**src/rtl/tx_pkg.sv**
```systemverilog
// Shared types and helpers for the keyed TX output stage.
//   tx_state_e  : envelope controller states
//   sat_signed(): clamp a signed value to a w-bit two's complement range
package tx_pkg;

   typedef enum logic [2:0] {
      IDLE,
      RAMP_UP,
      ON,
      HANG,
      RAMP_DOWN
   } tx_state_e;

   function automatic logic signed [31:0] sat_signed(
      input logic signed [31:0] x,
      input int                 w
   );
      logic signed [31:0] hi;
      logic signed [31:0] lo;
      hi = (32'sd1 <<< (w - 1)) - 32'sd1;
      lo = -(32'sd1 <<< (w - 1));
      if (x > hi) begin
         return hi;
      end else if (x < lo) begin
         return lo;
      end else begin
         return x;
      end
   endfunction

endpackage

```
**src/rtl/tx_ramp_ctrl.sv**
```systemverilog
// Envelope controller: keying FSM, ramp prescaler, hang timer and env register.
// Ports:
//   clk          clock, rising edge
//   reset        synchronous, active-high
//   key          combined PTT / CW key request
//   hang_cycles  clocks to hold full envelope after release (sampled on ON->HANG)
//   state        current FSM state
//   env          envelope value, 0..2**RAMP_LOG2
//
// state     | meaning
// ----------+---------------------------------------------------------
// IDLE      | transmitter off, env=0
// RAMP_UP   | env climbs one step per prescaler tick toward ENV_MAX
// ON        | env held at ENV_MAX while key is down
// HANG      | key released, env held at ENV_MAX until hang timer expires
// RAMP_DOWN | env falls one step per tick toward 0
module tx_ramp_ctrl
   import tx_pkg::*;
#(
   parameter int RAMP_LOG2 = 8,
   parameter int RAMP_DIV  = 47,
   parameter int HANG_W    = 16
) (
   input  logic               clk,
   input  logic               reset,
   input  logic               key,
   input  logic [HANG_W-1:0]  hang_cycles,
   output tx_state_e          state,
   output logic [RAMP_LOG2:0] env
);

   localparam int PRE_W = (RAMP_DIV > 0) ? $clog2(RAMP_DIV + 1) : 1;
   localparam logic [RAMP_LOG2:0] ENV_MAX  = {1'b1, {RAMP_LOG2{1'b0}}};
   localparam logic [RAMP_LOG2:0] ENV_STEP = {{RAMP_LOG2{1'b0}}, 1'b1};
   localparam logic [PRE_W-1:0]   PRE_TC   = PRE_W'(RAMP_DIV);
   localparam logic [PRE_W-1:0]   PRE_ONE  = {{(PRE_W-1){1'b0}}, 1'b1};
   localparam logic [HANG_W-1:0]  HANG_ONE = {{(HANG_W-1){1'b0}}, 1'b1};

   tx_state_e          state_nxt;
   logic [RAMP_LOG2:0] env_nxt;
   logic [PRE_W-1:0]   presc;
   logic [PRE_W-1:0]   presc_nxt;
   logic [HANG_W-1:0]  hang_ctr;
   logic [HANG_W-1:0]  hang_nxt;
   logic               ramping;
   logic               tick;

   always_ff @(posedge clk) begin
      if (reset) begin
         state    <= IDLE;
         env      <= '0;
         presc    <= '0;
         hang_ctr <= '0;
      end else begin
         state    <= state_nxt;
         env      <= env_nxt;
         presc    <= presc_nxt;
         hang_ctr <= hang_nxt;
      end
   end

   always_comb begin
      state_nxt = state;
      env_nxt   = env;
      presc_nxt = '0;
      hang_nxt  = hang_ctr;
      ramping   = (state == RAMP_UP) || (state == RAMP_DOWN);
      tick      = (presc == PRE_TC);

      if (ramping) begin
         presc_nxt = tick ? '0 : presc + PRE_ONE;
      end

      // A key change always takes priority over a pending tick, so the
      // envelope reverses from its current value without a step.
      case (state)
         IDLE: begin
            if (key) state_nxt = RAMP_UP;
         end
         RAMP_UP: begin
            if (!key) begin
               state_nxt = RAMP_DOWN;
            end else if (env == ENV_MAX) begin
               state_nxt = ON;
            end else if (tick) begin
               env_nxt = env + ENV_STEP;
               if (env_nxt == ENV_MAX) state_nxt = ON;
            end
         end
         ON: begin
            if (!key) begin
               if (hang_cycles == '0) begin
                  state_nxt = RAMP_DOWN;
               end else begin
                  state_nxt = HANG;
                  hang_nxt  = hang_cycles;
               end
            end
         end
         HANG: begin
            if (hang_ctr != '0) hang_nxt = hang_ctr - HANG_ONE;
            if (key) begin
               state_nxt = ON;
            end else if (hang_ctr <= HANG_ONE) begin
               state_nxt = RAMP_DOWN;
            end
         end
         RAMP_DOWN: begin
            if (key) begin
               state_nxt = RAMP_UP;
            end else if (env == '0) begin
               state_nxt = IDLE;
            end else if (tick) begin
               env_nxt = env - ENV_STEP;
               if (env_nxt == '0) state_nxt = IDLE;
            end
         end
         default: begin
            state_nxt = IDLE;
            env_nxt   = '0;
         end
      endcase
   end

endmodule

```
**src/rtl/tx_keying_shaper.sv**
```systemverilog
// Keyed TX output stage between the CORDIC upconverter and the DAC.
// Shapes the RF sample with a linear keying envelope, attenuates, saturates
// to the DAC width and drives a heartbeat LED.
// Ports:
//   clk          sample clock, rising edge
//   reset        synchronous, active-high
//   ptt          host PTT request
//   cw_key       CW key (ORed with ptt)
//   hang_cycles  clocks to hold full envelope after key release
//   in_data      signed RF sample, one per clock
//   out_data     signed DAC sample, 2-clock latency from in_data
//   tx_active    high while not idle (registered)
//   env_full     high in ON/HANG; PA/TR switching allowed only when low
//   led          heartbeat: fast bit while transmitting, slow bit when idle
module tx_keying_shaper
   import tx_pkg::*;
#(
   parameter int IN_W      = 16,
   parameter int DAC_W     = 12,
   parameter int SHIFT     = 2,
   parameter int RAMP_LOG2 = 8,
   parameter int RAMP_DIV  = 47,
   parameter int HANG_W    = 16,
   parameter int LED_FAST  = 24,
   parameter int LED_SLOW  = 26
) (
   input  logic                    clk,
   input  logic                    reset,
   input  logic                    ptt,
   input  logic                    cw_key,
   input  logic [HANG_W-1:0]       hang_cycles,
   input  logic signed [IN_W-1:0]  in_data,
   output logic signed [DAC_W-1:0] out_data,
   output logic                    tx_active,
   output logic                    env_full,
   output logic                    led
);

   localparam int PROD_W = IN_W + RAMP_LOG2 + 2;
   localparam int CTR_W  = LED_SLOW + 1;
   localparam int DROP   = RAMP_LOG2 + SHIFT;
   localparam logic [CTR_W-1:0] CTR_ONE = {{(CTR_W-1){1'b0}}, 1'b1};

   tx_state_e                state;
   logic [RAMP_LOG2:0]       env;
   logic                     key;
   logic signed [PROD_W-1:0] prod;
   logic [CTR_W-1:0]         led_ctr;

   assign key = ptt | cw_key;

   tx_ramp_ctrl #(
      .RAMP_LOG2 (RAMP_LOG2),
      .RAMP_DIV  (RAMP_DIV),
      .HANG_W    (HANG_W)
   ) u_ramp (
      .clk         (clk),
      .reset       (reset),
      .key         (key),
      .hang_cycles (hang_cycles),
      .state       (state),
      .env         (env)
   );

   // env is unsigned; the zero-extended copy keeps the multiply signed.
   // Dividing by 2**RAMP_LOG2 makes ENV_MAX an exact unity gain.
   always_ff @(posedge clk) begin
      if (reset) begin
         prod      <= '0;
         out_data  <= '0;
         tx_active <= 1'b0;
         env_full  <= 1'b0;
         led_ctr   <= '0;
      end else begin
         prod <= in_data * $signed({1'b0, env});
         if (state == IDLE) begin
            out_data <= '0;
         end else begin
            out_data <= DAC_W'(sat_signed(32'(prod >>> DROP), DAC_W));
         end
         tx_active <= (state != IDLE);
         env_full  <= (state == ON) || (state == HANG);
         led_ctr   <= led_ctr + CTR_ONE;
      end
   end

   assign led = tx_active ? led_ctr[LED_FAST] : led_ctr[LED_SLOW];

endmodule

```
**config.mk**
```make
export PLATFORM = sky130hd
export DESIGN_NAME = tx_keying_shaper
export DESIGN_NICKNAME = d
export VERILOG_FILES = /design/src/rtl/tx_pkg.sv /design/src/rtl/tx_ramp_ctrl.sv /design/src/rtl/tx_keying_shaper.sv
export SDC_FILE = /design/constraint.sdc
export NUM_CORES = 1
export LEC_CHECK = 0
export CORE_ASPECT_RATIO = 0.75
export CORE_MARGIN = 3
export CORE_UTILIZATION = 48
export DETAILED_ROUTE_END_ITERATION = 6
export PLACE_DENSITY_LB_ADDON = 0.25
export SYNTH_ARGS = -nofsm -noshare
export SYNTH_HDL_FRONTEND = slang
export SYNTH_SLANG_ARGS = --single-unit
```
**constraint.sdc**
```tcl
create_clock -name clk -period 8.6 [get_ports clk]
set_clock_uncertainty 0.1 [all_clocks]
set_input_delay 1.72 -clock clk [delete_from_list [all_inputs] [get_ports clk]]
set_output_delay 1.72 -clock clk [all_outputs]
set_load 0.005 [all_outputs]
```
==> impl_metrics.toml <==
[worst_setup_path]
path_buf_inv = 4
end_kind = "flip-flop"
crit_top_cell = "fa_1"
worst_r2r_endpoint = "prod[25]"
cpPeakStageDelay_ns = 0.71
startpoint_type = "input port"
critical_path_arrival_ns = 7.47
cp_num_cells = 18
r2r_cells = 19
path_class = "input port to flip-flop"
path_cells = "clkdlybuf4s50_1 -> nand2_1 -> fa_1 -> inv_1 -> fa_1 -> fa_1 -> fa_1 -> inv_1 -> fa_1 -> inv_1 -> ha_1 -> nand3_1 -> o21ai_0 -> a31oi_1 -> a211oi_1 -> o2111ai_1 -> nor3b_1 -> a211o_1"
crit_slowest_cell = "clkdlybuf4s50_1"
r2r_slack_ns = 2.55
cpLargestDelayFamily = "adder cells"
r2r_start = "u_ramp.env[3]"
cp_max_fo = 9
critPathRequiredTime_ns = 8.73

[placement]
placedCellCount = 1364
numPortBuffers = 50
dp_hpwl_um = 15500
postPlaceCellArea_mm2 = 0.0101
gp_congestion = 0.826

[power]
leakagePower_nw = 4.86
powerDensity_mw_per_mm2 = 113
peakVddDrop_uv = 90.7

[route]
viasPerCell = 5.38
drtPass1Iterations = 5
drt_iter0_drc = 363
routed_wl_um = 20300
drc = 0
wire_per_inst_um = 14.7
num_vias = 7426
antenna_left = 0

[clocking]
cts_setup_buffers = 0
htreeDepth = 3
cts_inserted_buffers = 9
ctsRootBufferMaster = "clkbuf_16"
cts_tree = "yes"
clk_pin_slew_ns = 0.07
cts_resized = 0
cts.sinks = 91
insertion_delay_ns = 0.35
cts_hold_buffers = 0
clk_path_buf_depth = 2

[cells_and_area]
fin_area_mm2 = 0.0104
seqCellArea_mm2 = 0.00182
layout.filler_cells = 1739
area_growth_pct = 9.93
multi_input_area_mm2 = 0.00676
antenna_cells = 0
stdcell_count = 1380
nNetsFinal = 1349
drive_above_1_share_pct = 3.80

[sta]
setup_viol = 0
rsz0062_at_grt = "no"
tns_ns = 0
tightest_slew_ns = 1.17
min_period_over_period_pct = 85.3
slew-limit-headroom_pct = 21.7
hold_violations = 0
min_period_ns = 7.34
max_freq_ghz = 0.136
drv_slew = 0

[min_path]
min-delay-path-class = "flip-flop to flip-flop"
min_path_cells = 1
hold_end = "out_data[4]"
hp-start = "prod[14]"

[synth]
synth_largest_area_cell = "fa_1"
postSynthCellCount = 1118
netlist.area_leader.share_pct = 25.7
synthFlopType = "dfxtp_1"
async_flop_share_pct = 0
synth.area.top_cells = "fa_1, dfxtp_1, ha_1"
syn_area_mm2 = 0.00944
syn_area_per_cell_um2 = 8.45
synth_seq_cells = 91
ys_types = 65
yosysWarningCount = 0
synthesis.nets = 1339
ys_seq_area_share_pct = 19.3
synth_edf_count = 0

[status]
outcome = "completed"

[die]
dieArea_mm2 = 0.0214
dieWidth_um = 168
ios = 51
core-area_mm2 = 0.0189
die_y_um = 127
std_cell_rows = 43
floorplan.initialDensity_pct = 50.0

[run]
maxCapViolations = 0

[global_routing]
grt_pass1_wl_um = 36100
gr-total-overflow = 0
track_usage_pct = 20.1
grt_pass1_vias = 7417
grt_max_degree = 78
antenna_found_initial = 0
[power by group]
group / internal (mW) / switching, mW
Sequential: 0.444 / 0.0283
Combinational: 0.109 / 0.177
Clock: 0.233 / 0.182
Total: 0.786 / 0.388
[area by class of cell]
cell class                      count  area share (%)
Sequential cell                    91            17.6
Multi-Input combinational cell    805            65.1
Clock buffer                        9            2.17
Clock inverter                      7           0.904
Inverter                          163            5.90
Tap cell                          247            2.98
Timing Repair Buffer               58            5.35
[per-stage QoR]
stage	setup slack (ns)	hold slack, ns	power [mW]	util, %
floorplan	1.82	0.313	0.687	-
global placement	0.984	0.330	0.760	53.3
detailed placement	0.975	0.330	0.764	53.3
CTS	1.30	0.347	1.18	55.0
global route	0.920	0.366	1.24	55.0
finish	1.26	0.349	1.17	55.0
[placed cells by master (no fill, tap or decap), drive strengths merged, types with 5 or more instances in the layout]
cell type and count:
inv 166, nand2 127, fa 121, dfxtp 91
nor2 76, and2 73, ha 64, a21oi 53
clkdlybuf4s50 49, o21ai 35, nand3 29, xor2 25
nor3 22, a211oi 19, xnor2 18, o21a 17
and3 14, nor4 13, nand4 10, or3 10
clkbuf 9, buf 9, o22ai 7, a21o 6
a22oi 5, o211ai 5, o31ai 5
[synth_stat cells, drive strengths merged, types with 3 or more instances]
| library cell | n |
|---|---|
| nand4 | 10 |
| nor3b | 4 |
| inv | 163 |
| a31oi | 4 |
| and2 | 73 |
| or2 | 4 |
| a21o | 6 |
| nor2b | 3 |
| o21ai | 35 |
| o31ai | 5 |
| fa | 121 |
| xnor2 | 18 |
| clkbuf | 42 |
| o21a | 17 |
| a41oi | 3 |
| a22oi | 5 |
| nor4 | 13 |
| buf | 17 |
| dfxtp | 91 |
| nor3 | 22 |
| nor2 | 76 |
| and3 | 14 |
| nand2 | 127 |
| nand3 | 29 |
| xor2 | 25 |
| o22ai | 7 |
| a21oi | 53 |
| o211ai | 5 |
| a211oi | 19 |
| ha | 64 |
| or3 | 10 |
[kinds of logic after synthesis]
| kind of cell | share of synthesized area [%] |
|---|---|
| multiplexers | 0.345 |
| XOR/XNOR | 3.99 |
| buffers and inverters | 9.09 |
| adder cells (fa/ha/maj) | 34.1 |
| flip-flops | 19.3 |
| AO/OA/AOI/OAI | 12.3 |
| AND/OR/NAND/NOR | 20.9 |
[worst register-to-register path, cell delays in order, from the launching register on]
cell and delay (ns):
dfxtp_1 0.73, nand2_1 0.19, fa_1 0.57, inv_1 0.05, fa_1 0.50, inv_1 0.05
fa_1 0.47, inv_1 0.05, fa_1 0.53, inv_1 0.05, fa_1 0.52, inv_1 0.04
ha_1 0.32, nand2_1 0.10, nor3_1 0.28, nand2_1 0.15, a211oi_1 0.57, o2111ai_1 0.26
nor3b_1 0.20, a211o_1 0.21
[sequential cells by signal, summed over array words and instances (netlist names)]
signal and flops:
out_data 12, led_ctr 27, u_ramp.presc 6, u_ramp.state 3, u_ramp.hang_ctr 16, u_ramp.env 9, env_full 1, tx_active 1
prod 16
[worst max-delay path by stage]
stage | startpoint | to | slack, ns
after global routing | in_data[7] | prod[25] | 0.92
final | in_data[7] | prod[25] | 1.26
after detailed placement | in_data[7] | prod[25] | 0.98
after CTS | in_data[7] | prod[25] | 1.30
after floorplan | in_data[15] | prod[25] | 1.82
after global placement | in_data[7] | prod[25] | 0.98
[metal layers]
metal	vias to the layer above	track usage (%)	wire length, um
met5	-	0	0
met4	0	2.89	165
met3	18	3.43	855
met2	159	31.9	9070
met1	3612	29.8	10200
li1	3637	-	-
Note: power is estimated with default switching activity, not from simulation.
